<file path="src/rtl/uart_tx.sv">
// ---------------------------------------------------------------------------
// uart_tx -- byte-wide UART transmitter, 8N1 framing, LSB first.
//
// A parallel producer raises `en` with a byte on `data`. When the transmitter
// is idle, the byte is latched and shifted out on `txd` as one start bit
// (low), eight data bits (LSB first) and one stop bit (high). Each bit is held
// for CLKS_PER_BIT clock cycles. `done` pulses for one cycle when the frame
// completes.
//
// Optional feature (compile-time macro UART_TX_PARITY_EN):
//   When defined, an even-parity bit (XOR of the eight data bits) is sent
//   between the last data bit and the stop bit. The frame is then
//   11*CLKS_PER_BIT cycles long. When undefined, no parity logic exists.
//
// Parameters:
//   CLK_FREQ      system clock frequency in Hz
//   BAUD          line rate in bits/s
//   CLKS_PER_BIT  clock cycles per serial bit (CLK_FREQ/BAUD, truncated)
//
// Ports:
//   clk   in   1  system clock, rising edge
//   rstn  in   1  synchronous reset, active high (1 = reset)
//   en    in   1  transmit request, sampled only while idle
//   data  in   8  byte to send, latched when the frame starts
//   done  out  1  one-cycle pulse marking the end of the stop bit
//   txd   out  1  serial line, idle high, driven straight from a flop
// ---------------------------------------------------------------------------
module uart_tx #(
    parameter int CLK_FREQ     = 50_000_000,
    parameter int BAUD         = 115200,
    parameter int CLKS_PER_BIT = CLK_FREQ / BAUD
) (
    input  logic       clk,
    input  logic       rstn,
    input  logic       en,
    input  logic [7:0] data,
    output logic       done,
    output logic       txd
);

    // A divider of 1 still needs a one-bit counter to keep the widths legal.
    localparam int CNT_W = (CLKS_PER_BIT > 1) ? $clog2(CLKS_PER_BIT) : 1;
    localparam logic [CNT_W-1:0] CNT_MAX = CNT_W'(CLKS_PER_BIT - 1);
    localparam logic [CNT_W-1:0] CNT_ONE = CNT_W'(1);

    typedef enum logic [2:0] {
        IDLE,
        START,
        DATA,
`ifdef UART_TX_PARITY_EN
        PARITY,
`endif
        STOP
    } state_e;

    state_e           state_q, state_d;
    logic [CNT_W-1:0] cnt_q, cnt_d;
    logic [2:0]       bitIdx_q, bitIdx_d;
    logic [7:0]       shift_q, shift_d;
    logic             txd_q, txd_d;
    logic             done_q, done_d;
    logic             lastTick;
`ifdef UART_TX_PARITY_EN
    logic             parity_q, parity_d;
`endif

    // The current bit period ends on the cycle the baud counter hits its top.
    assign lastTick = (cnt_q == CNT_MAX);

    // State register. Reset wins over everything, including a frame in flight,
    // so an abort drives the line high on the very next cycle.
    always_ff @(posedge clk) begin
        if (rstn) begin
            state_q  <= IDLE;
            cnt_q    <= '0;
            bitIdx_q <= '0;
            shift_q  <= '0;
            txd_q    <= 1'b1;
            done_q   <= 1'b0;
`ifdef UART_TX_PARITY_EN
            parity_q <= 1'b0;
`endif
        end else begin
            state_q  <= state_d;
            cnt_q    <= cnt_d;
            bitIdx_q <= bitIdx_d;
            shift_q  <= shift_d;
            txd_q    <= txd_d;
            done_q   <= done_d;
`ifdef UART_TX_PARITY_EN
            parity_q <= parity_d;
`endif
        end
    end

    // Next-state logic. The byte is captured only on the IDLE->START edge, so
    // later changes on `data` cannot disturb the frame. The shift register
    // moves one place right at each data-bit boundary, keeping the bit on the
    // line at shift_q[0].
    always_comb begin
        state_d  = state_q;
        cnt_d    = cnt_q;
        bitIdx_d = bitIdx_q;
        shift_d  = shift_q;
`ifdef UART_TX_PARITY_EN
        parity_d = parity_q;
`endif
        case (state_q)
            IDLE: begin
                cnt_d = '0;
                if (en) begin
                    state_d  = START;
                    bitIdx_d = '0;
                    shift_d  = data;
`ifdef UART_TX_PARITY_EN
                    parity_d = ^data;
`endif
                end
            end
            START: begin
                if (lastTick) begin
                    cnt_d   = '0;
                    state_d = DATA;
                end else begin
                    cnt_d = cnt_q + CNT_ONE;
                end
            end
            DATA: begin
                if (lastTick) begin
                    cnt_d = '0;
                    if (bitIdx_q == 3'd7) begin
`ifdef UART_TX_PARITY_EN
                        state_d = PARITY;
`else
                        state_d = STOP;
`endif
                    end else begin
                        bitIdx_d = bitIdx_q + 3'd1;
                        shift_d  = {1'b0, shift_q[7:1]};
                    end
                end else begin
                    cnt_d = cnt_q + CNT_ONE;
                end
            end
`ifdef UART_TX_PARITY_EN
            PARITY: begin
                if (lastTick) begin
                    cnt_d   = '0;
                    state_d = STOP;
                end else begin
                    cnt_d = cnt_q + CNT_ONE;
                end
            end
`endif
            STOP: begin
                if (lastTick) begin
                    cnt_d   = '0;
                    state_d = IDLE;
                end else begin
                    cnt_d = cnt_q + CNT_ONE;
                end
            end
            default: begin
                state_d = IDLE;
                cnt_d   = '0;
            end
        endcase
    end

    // Output logic. The line level is computed from the state being entered
    // and then registered, so txd changes exactly on the edge that starts a
    // bit and can never glitch. done is registered on the edge that ends the
    // stop bit, so it is high during the single idle cycle that separates
    // frames.
    always_comb begin
        txd_d  = 1'b1;
        done_d = (state_q == STOP) && lastTick;
        case (state_d)
            START:   txd_d = 1'b0;
            DATA:    txd_d = shift_d[0];
`ifdef UART_TX_PARITY_EN
            PARITY:  txd_d = parity_d;
`endif
            default: txd_d = 1'b1;
        endcase
    end

    assign txd  = txd_q;
    assign done = done_q;

endmodule

</file>
<file path="config.mk">
export PLATFORM = sky130hd
export DESIGN_NAME = uart_tx
export DESIGN_NICKNAME = d
export VERILOG_FILES = /design/src/rtl/uart_tx.sv
export SDC_FILE = /design/constraint.sdc
export NUM_CORES = 1
export LEC_CHECK = 0
export ABC_CLOCK_PERIOD_IN_PS = 2000
export CAP_MARGIN = 20
export CORE_MARGIN = 10
export CORE_UTILIZATION = 54
export DETAILED_ROUTE_END_ITERATION = 10
export PLACE_DENSITY = 0.77
export SYNTH_ARGS = -nofsm -noshare
export SYNTH_HDL_FRONTEND = slang
export SYNTH_SLANG_ARGS = --single-unit
</file>
<file path="constraint.sdc">
create_clock -name clk -period 2 [get_ports clk]
set_clock_uncertainty 0.05 [all_clocks]
set_input_delay 0.5 -clock clk [delete_from_list [all_inputs] [get_ports clk]]
set_output_delay 0.5 -clock clk [all_outputs]
set_load 0.01 [all_outputs]
</file>
==> results of run 1 <==
==> layout by cell type (no fill, tap or decap), types with 2 or more instances in the layout <==
master,n
nor3_1,4
nand3_1,3
and3_1,2
clkdlybuf4s50_1,12
nand4_1,2
nand2_1,4
ha_1,4
nor2_1,15
nor3b_1,2
a21oi_1,13
o21ai_1,10
xor2_1,2
dfxtp_1,25
buf_4,10
inv_1,3
nand4b_1,3
xnor2_1,5
clkbuf_4,3
a22oi_1,6
and4_1,2
==> area by class of cell <==
| cell class | instances | area share [%] |
|---|---|---|
| clock buffer | 4 | 1.85 |
| inverter | 3 | 0.794 |
| multi-input combinational | 97 | 45.9 |
| sequential | 25 | 35.3 |
| tap | 27 | 2.38 |
| timing repair buffer | 22 | 13.8 |
==> per-layer routing <==
metal	up-vias	routed length (microns)	global-route usage [%]
li1	530	-	-
met1	516	1090	13.0
met2	26	1280	20.0
met3	4	131	2.34
met4	0	46	7.95
met5	-	0	0
==> stage by stage <==
step / setup TNS [ns] / cell area, sq um / instances / setup WS [ns]
after CTS: 0 / 1410 / 178 / 0.0498
final: 0 / 1420 / 178 / 0.126
after global placement: 0 / 1380 / 174 / 0.00538
after floorplan: 0 / 1190 / 134 / 0.228
after detailed placement: -0.0583 / 1380 / 174 / -0.0583
after global routing: 0 / 1420 / 178 / 0.00178
==> cell families after synthesis <==
kind of cell | Yosys count | share of synthesized area [%]
simple gates | 47 | 24.2
compound gates | 38 | 19.6
flops | 25 | 41.9
buf+inv | 12 | 4.71
xor+xnor | 7 | 5.13
fa+ha+maj | 4 | 4.19
other cells | 1 | 0.314
==> power groups by stage <==
stage | clock network, uW | logic [uW] | registers (uW)
after floorplan | 0 | 35.7 | 525
after global placement | 0 | 69.4 | 524
after detailed placement | 0 | 70.9 | 524
after CTS | 228 | 70.9 | 513
after global routing | 247 | 79.2 | 515
final | 217 | 72.0 | 513
==> how the worst max path moves through the flow <==
stage / to
floorplan: bitIdx_q[0]
global placement: txd
detailed placement: txd
CTS: bitIdx_q[0]
global route: bitIdx_q[1]
finish: bitIdx_q[0]
==> state kept, by name (all words and copies together), names as in the netlist <==
| register | flops |
|---|---|
| shift_q | 8 |
| state_q | 3 |
| bitIdx_q | 3 |
| txd | 1 |
| done | 1 |
| cnt_q | 9 |
==> worst min-delay path: cells and delay by family (launching register included) <==
kind / cells / cell delay (ns)
AOI/OAI and AO/OA: 2 / 0.13
DFF: 1 / 0.33
==> flow_summary.ini, run 1 <==
[die]
die_h_microns = 67.0
die-area_sq_um = 4490
die-width_microns = 67.0
io_pins = 13
coreArea_sq_um = 2040
start_util_pct = 58.5
rows = 16

[cells_and_area]
synthToLayoutAreaGrowth_pct = 18.6
n_antenna_cell = 0
drive_above_1_share_pct = 11.9
nNetsFinal = 167
fill_cells = 181
layout.area.seq_sq_um = 500
multi_input_area_sq_um = 651
fin_util_pct = 69.4

[clocking]
htreeDepth = 1
root_buffer = clkbuf_4
cts.path.max_buffers = 2
cts_resized = 0
cts_setup_buffers = 0
cts-buffers-inserted = 3
clkLatencyLatePin_ns = 0.31
cts_tree = yes
clock_sinks = 25
cts_hold_buffers = 0
clk_pin_slew_ns = 0.12

[route]
drc = 0
avgRoutedWirePerCell_microns = 14.3
drt_pass1_iterations = 5
routed_wl_microns = 2540
ant_nets = 0
first_iter_violations = 55
via_count = 1076
via_per_inst = 6.04

[power_and_ir_drop]
seqPwrFrac_pct = 64.0
total_leakage_power_uw = 0.000490
switching_share_pct = 21.7
power.share.clock_pct = 27.0
power_switching_uw = 174
power_uw = 802
p_comb_share_pct = 9.0
cellPowerDensity_nw_per_um2 = 566
ir_worst_vdd_uv = 511
intPower_uw = 628

[yosys]
syn_area_sq_um = 1190
yosysUniqueCellTypes = 38
yosysTopAreaCell = dfxtp_1
syn_nets = 149
synthTopCellsByArea = dfxtp_1 (42%), a21oi_1 (5.9%), nor2_1 (4.7%)
yosys.cell_count.top_type = dfxtp_1
netlist_instances = 134
synth_edf_count = 0
async_flop_share_pct = 0
netlist.area_leader.share_pct = 41.9
synth_seq_cells = 25
syn_area_per_cell_sq_um = 8.92
ys_seq_area_share_pct = 41.9
ys.flop_type = dfxtp_1
synth_commonest_cells = dfxtp_1 (25), nor2_1 (15), a21oi_1 (14)
synth_warnings = 0

[global_routing]
antenna_found_initial = 0
overflow = 0
grt_max_degree = 14
grt_pass1_vias = 1016
grt_first_pass_wirelength_microns = 4210
track_usage_pct = 11.8

[setup_path]
cp_common_cell = ha_1
critPathLaunchType = flip-flop
crit_buf_inv = 0
worstSetupPathType = reg -> reg
cp_slowest_cell = or4_1
r2r_end = bitIdx_q[0]
crit_required_ns = 2.20
end_kind = flip-flop
crit_path_cell_trace = ha_1, ha_1, nor4b_4, nor2_1, or4_1, a21oi_1
cp_num_cells = 6
setup.worst_path.start = bitIdx_q[0]
critPathMaxFanout = 4
reg2reg_depth = 6
rr_startpoint = bitIdx_q[0]
critical_path_arrival_ns = 2.08
cpLargestDelayFamily = simple AND/OR/NAND/NOR gates
max_stage_delay_ns = 0.41
rrSetupSlack_ns = 0.13

[sta]
setup_violations = 0
worstMarginPinSlew_ns = 0.643
grt_setup_unrepaired = no
slew_violations = 0
hold_ws_ns = 0.438
fin_crit_ns = 1.87
fmaxAchievable_ghz = 0.534
hold_viol = 0
fin_crit_sh_pct = 93.7
slew_headroom_pct = 57.0

[place]
io_buffers = 12
dp.final_hpwl_microns = 1950
finalWeightedCongestion = 0.864

[hold_path]
hold_depth = 2
hp-class = reg -> reg
hold_path_startpoint = shift_q[2]
whs_endpoint = shift_q[2]

[run]
cap_violations = 0

[status]
outcome = finished, final reports clean
Power figures use the tool's default switching activity.
==> inputs of run 2 (changes only) <==
--- a/constraint.sdc
+++ b/constraint.sdc
@@ -4,2 +4,2 @@
 set_output_delay 0.5 -clock clk [all_outputs]
-set_load 0.01 [all_outputs]
+set_load 0.1 [all_outputs]
==> run 2 against run 1 <==
Effect of this change:
- register-to-register slack is essentially flat
- via count shrank 4.6%
- utilization grew 1.3 points
- final area grew 1.9%
- power grew 1.3%
- worst setup slack lost 0.0061 ns
- cell count is the same
- global-route usage grew 0.75 points
- first-iteration DRC count grew 1.8%
- sequential cell count is the same
- sequential share of layout area shrank 0.67 points
==> flow_summary.ini, run 2 (synthesis results as in run 1) <==
[die]
die-width_microns = 67.0
die-area_sq_um = 4490
coreArea_sq_um = 2040
io_pins = 13
start_util_pct = 58.5
die_h_microns = 67.0
rows = 16

[global_routing]
grt_pass1_vias = 1076
grt_max_degree = 14
antenna_found_initial = 0
overflow = 0
track_usage_pct = 12.6
grt_first_pass_wirelength_microns = 4490

[place]
place_area_sq_um = 1390
io_buffers = 12
dp_slack_ns = -0.139
dp.final_hpwl_microns = 1990
finalWeightedCongestion = 0.898
dp_cells = 173

[sta]
layout_setup_ws_ns = 0.120
slew_violations = 0
fin_crit_sh_pct = 94.0
hold_viol = 0
fin_crit_ns = 1.88
slew_headroom_pct = 62.8
setup_violations = 0
worstMarginPinSlew_ns = 0.557
hold_ws_ns = 0.439
fmaxAchievable_ghz = 0.532
grt_setup_unrepaired = no

[power_and_ir_drop]
power_switching_uw = 185
total_leakage_power_uw = 0.000498
seqPwrFrac_pct = 63.4
cellPowerDensity_nw_per_um2 = 562
ir_worst_vdd_uv = 442
switching_share_pct = 22.7
intPower_uw = 628
p_comb_share_pct = 9.3
power.share.clock_pct = 27.3

[cells_and_area]
drive_above_1_share_pct = 15.2
largest_register_ffs = 9
nNetsFinal = 167
final_common_cell = dfxtp_1
fin_cells = 178
fill_cells = 178
largest_register = cnt_q
final_area_sq_um = 1450
n_antenna_cell = 0
synthToLayoutAreaGrowth_pct = 20.9
layout.area.seq_sq_um = 500
multi_input_area_sq_um = 658
final_cell_mix = dfxtp_1 (25), nor2_1 (15), a21oi_1 (12)
reg_top3 = cnt_q (9), shift_q (8)

[route]
ant_nets = 0
via_per_inst = 5.77
via_count = 1027
drc = 0
avgRoutedWirePerCell_microns = 14.4
routed_wl_microns = 2570
drt_pass1_iterations = 4
first_iter_violations = 56

[clocking]
clk_pin_slew_ns = 0.13
cts_tree = yes
htreeDepth = 1
cts.path.max_buffers = 2
clock_sinks = 25
clkLatencyLatePin_ns = 0.31
cts_hold_buffers = 0
root_buffer = clkbuf_4
cts-buffers-inserted = 3

[setup_path]
crit_path_cell_trace = inv_1, ha_1, and4b_1, buf_4, a31o_2, a221oi_1, a2bb2oi_1
critPathLaunchType = flip-flop
rrSetupSlack_ns = 0.12
cpLargestDelayFamily = compound AO/OA/AOI/OAI gates
critical_path_arrival_ns = 2.04
crit_buf_inv = 2
worstSetupPathType = reg -> reg
cp_slowest_cell = dfxtp_1
critPathMaxFanout = 6
max_stage_delay_ns = 0.41
end_kind = flip-flop
crit_required_ns = 2.16

[run]
cap_violations = 0

[status]
outcome = finished, final reports clean

[hold_path]
hp-class = reg -> reg
==> run 2: cell types whose count changed in the layout (fill, tap and decap cells not counted) <==
cell / before / now
and3_2: 0 / 1
ha_2: 0 / 1
buf_12: 0 / 2
clkdlybuf4s50_1: 12 / 10
a21oi_2: 1 / 2
and3_1: 2 / 1
ha_1: 4 / 3
a21oi_1: 13 / 12
==> run 2: path summary, 6_finish.rpt <==
kind              start         end  cells after the start
max            cnt_q[1]         txd                      7
min          shift_q[2]  shift_q[2]                      2
max reg2reg    cnt_q[1]         txd                      7
min reg2reg  shift_q[2]  shift_q[2]                      2
==> run 2: final cells by class <==
class	instances	share of cell area, %
well taps	27	2.34
repair buffers	22	14.9
inverters	3	0.779
multi-input cells	97	45.5
clock buffers	4	1.82
flip-flops and latches	25	34.6
==> run 2: metal layers <==
| layer | wire, microns | GRT usage [%] | share of wire, % | up-vias |
|---|---|---|---|---|
| met4 | 31 | 8.72 | 1.2 | 0 |
| met5 | 0 | 0 | 0 | - |
| met1 | 1120 | 13.5 | 44 | 473 |
| met2 | 1290 | 20.4 | 50 | 26 |
| met3 | 124 | 4.18 | 4.8 | 4 |
| li1 | - | - | - | 524 |
==> run 2: repair_timing <==
action,in CTS,in global routing
setup endpoints to repair,1,9
pin swaps,0,2
resized for setup,1,4
setup buffers,0,1
==> run 2: stage by stage <==
stage | TNS [ns] | util, % | power, uW
global placement | 0 | 68.1 | 598
CTS | 0 | 69.6 | 822
floorplan | 0 | - | 565
detailed placement | -0.220 | 68.1 | 601
finish | 0 | 70.8 | 813
global route | 0 | 70.8 | 848
==> run 2: worst min-delay path, delay by kind of cell (launching register included) <==
family	cells	cell delay (ns)
AOI/OAI and AO/OA	2	0.13
DFF	1	0.33
==> run 2: power by group through the flow <==
| stage | registers (uW) | logic, uW | clock network [uW] |
|---|---|---|---|
| after global placement | 526 | 72.7 | 0 |
| final | 515 | 75.8 | 222 |
| after CTS | 515 | 74.9 | 232 |
| after global routing | 517 | 82.4 | 248 |
| after detailed placement | 526 | 75.0 | 0 |
| after floorplan | 529 | 35.7 | 0 |
==> inputs of run 3 (changes only) <==
SKIP_CTS_REPAIR_TIMING = 1   (was not set)
==> run 3 against run 2 <==
Effect of this change:
- final area stayed put
- die area stayed put
- worst setup slack better by 0.015 ns
- power is 0.20% lower
- cell count stayed put
- sequential share of layout area stayed put
- utilization stayed put
- via count hardly changed
- critical endpoint unchanged
==> flow_summary.ini, run 3 (synthesis results as in run 1) <==
[cells_and_area]
reg_top3 = cnt_q (9), shift_q (8)
final_area_sq_um = 1450
largest_register_ffs = 9
final_common_cell = dfxtp_1
nNetsFinal = 167
synthToLayoutAreaGrowth_pct = 20.9
final_cell_mix = dfxtp_1 (25), nor2_1 (15), a21oi_1 (12)
drive_above_1_share_pct = 15.2
largest_register = cnt_q
n_antenna_cell = 0

[die]
die-area_sq_um = 4490
die_h_microns = 67.0
io_pins = 13
start_util_pct = 58.5
coreArea_sq_um = 2040
die-width_microns = 67.0
rows = 16

[route]
avgRoutedWirePerCell_microns = 14.4
drc = 0
ant_nets = 0
routed_wl_microns = 2570
first_iter_violations = 55
via_per_inst = 5.78
via_count = 1028
drt_pass1_iterations = 4

[setup_path]
crit_buf_inv = 2
critPathMaxFanout = 6
max_stage_delay_ns = 0.40
worstSetupPathType = reg -> reg
crit_required_ns = 2.15
end_kind = flip-flop
critical_path_arrival_ns = 2.02
critPathLaunchType = flip-flop
cp_slowest_cell = dfxtp_1
cpLargestDelayFamily = compound AO/OA/AOI/OAI gates
crit_path_cell_trace = inv_1, ha_1, and4b_1, buf_4, a31o_2, a221oi_1, a2bb2oi_1

[power_and_ir_drop]
total_leakage_power_uw = 0.000498
cellPowerDensity_nw_per_um2 = 561
ir_worst_vdd_uv = 441
power_uw = 811

[clocking]
clock_sinks = 25
htreeDepth = 1
cts_tree = yes
cts.path.max_buffers = 2
clkLatencyLatePin_ns = 0.31
cts-buffers-inserted = 3
root_buffer = clkbuf_4
clk_pin_slew_ns = 0.13

[hold_path]
hp-class = reg -> reg

[sta]
grt_setup_unrepaired = no
slew_violations = 0
fin_crit_ns = 1.86
setup_violations = 0
worstMarginPinSlew_ns = 0.541
hold_viol = 0
layout_setup_ws_ns = 0.135
fin_crit_sh_pct = 93.2
fmaxAchievable_ghz = 0.536
fin_tns_setup_ns = 0
slew_headroom_pct = 63.8

[global_routing]
grt_first_pass_wirelength_microns = 4490
grt_pass1_vias = 1074
antenna_found_initial = 0
grt_max_degree = 14
track_usage_pct = 12.5
overflow = 0

[place]
dp_slack_ns = -0.139
place_area_sq_um = 1390
dp.final_hpwl_microns = 1990
finalWeightedCongestion = 0.898
io_buffers = 12

[run]
cap_violations = 0

[status]
outcome = finished, final reports clean
[run 3: power breakdown]
group	switching, uW	internal, uW	leakage [uW]
clock	142	77.9	0.0000150
sequential	6.75	508	0.000203
combinational	34.6	41.5	0.000280
total	183	628	0.000498
[run 3: layer usage]
metal / share of wire (%) / routed length (microns) / global-route usage [%] / vias to the layer above
li1: - / - / - / 525
met1: 45 / 1160 / 13.5 / 483
met2: 50 / 1290 / 20.3 / 16
met3: 3.4 / 87 / 4.18 / 4
met4: 1.2 / 30 / 8.72 / 0
met5: 0 / 0 / 0 / -
[run 3: worst paths after layout]
check             start    endpoint  slack [ns]  cells after the start
min reg2reg  shift_q[4]  shift_q[4]        0.44                      2
max            cnt_q[1]         txd        0.14                      7
min          shift_q[4]  shift_q[4]        0.44                      2
max reg2reg    cnt_q[1]         txd        0.14                      7
[run 3: layout make-up]
| cell class | instances | area (sq um) |
|---|---|---|
| inverters | 3 | 11.3 |
| repair buffers | 22 | 215 |
| clock buffers | 4 | 26.3 |
| flip-flops and latches | 25 | 500 |
| multi-input cells | 97 | 658 |
| well taps | 27 | 33.8 |
| fillers | 178 | 597 |
[run 3: through the flow]
| stage | std cells | hold slack [ns] | util (%) |
|---|---|---|---|
| 3_3_place_gp | 173 | 0.415 | 68.1 |
| 6_report | 178 | 0.442 | 70.8 |
| 3_5_place_dp | 173 | 0.424 | 68.1 |
| 5_1_grt | 178 | 0.466 | 70.8 |
| 2_1_floorplan | 134 | 0.391 | - |
| 4_1_cts | 177 | 0.440 | 69.4 |
[run 3: worst reg2reg max path, stage by stage (launching register included)]
cell	delay [ns]
dfxtp_1	0.40
inv_1	0.06
ha_1	0.19
and4b_1	0.24
buf_4	0.16
a31o_2	0.26
a221oi_1	0.29
a2bb2oi_1	0.10
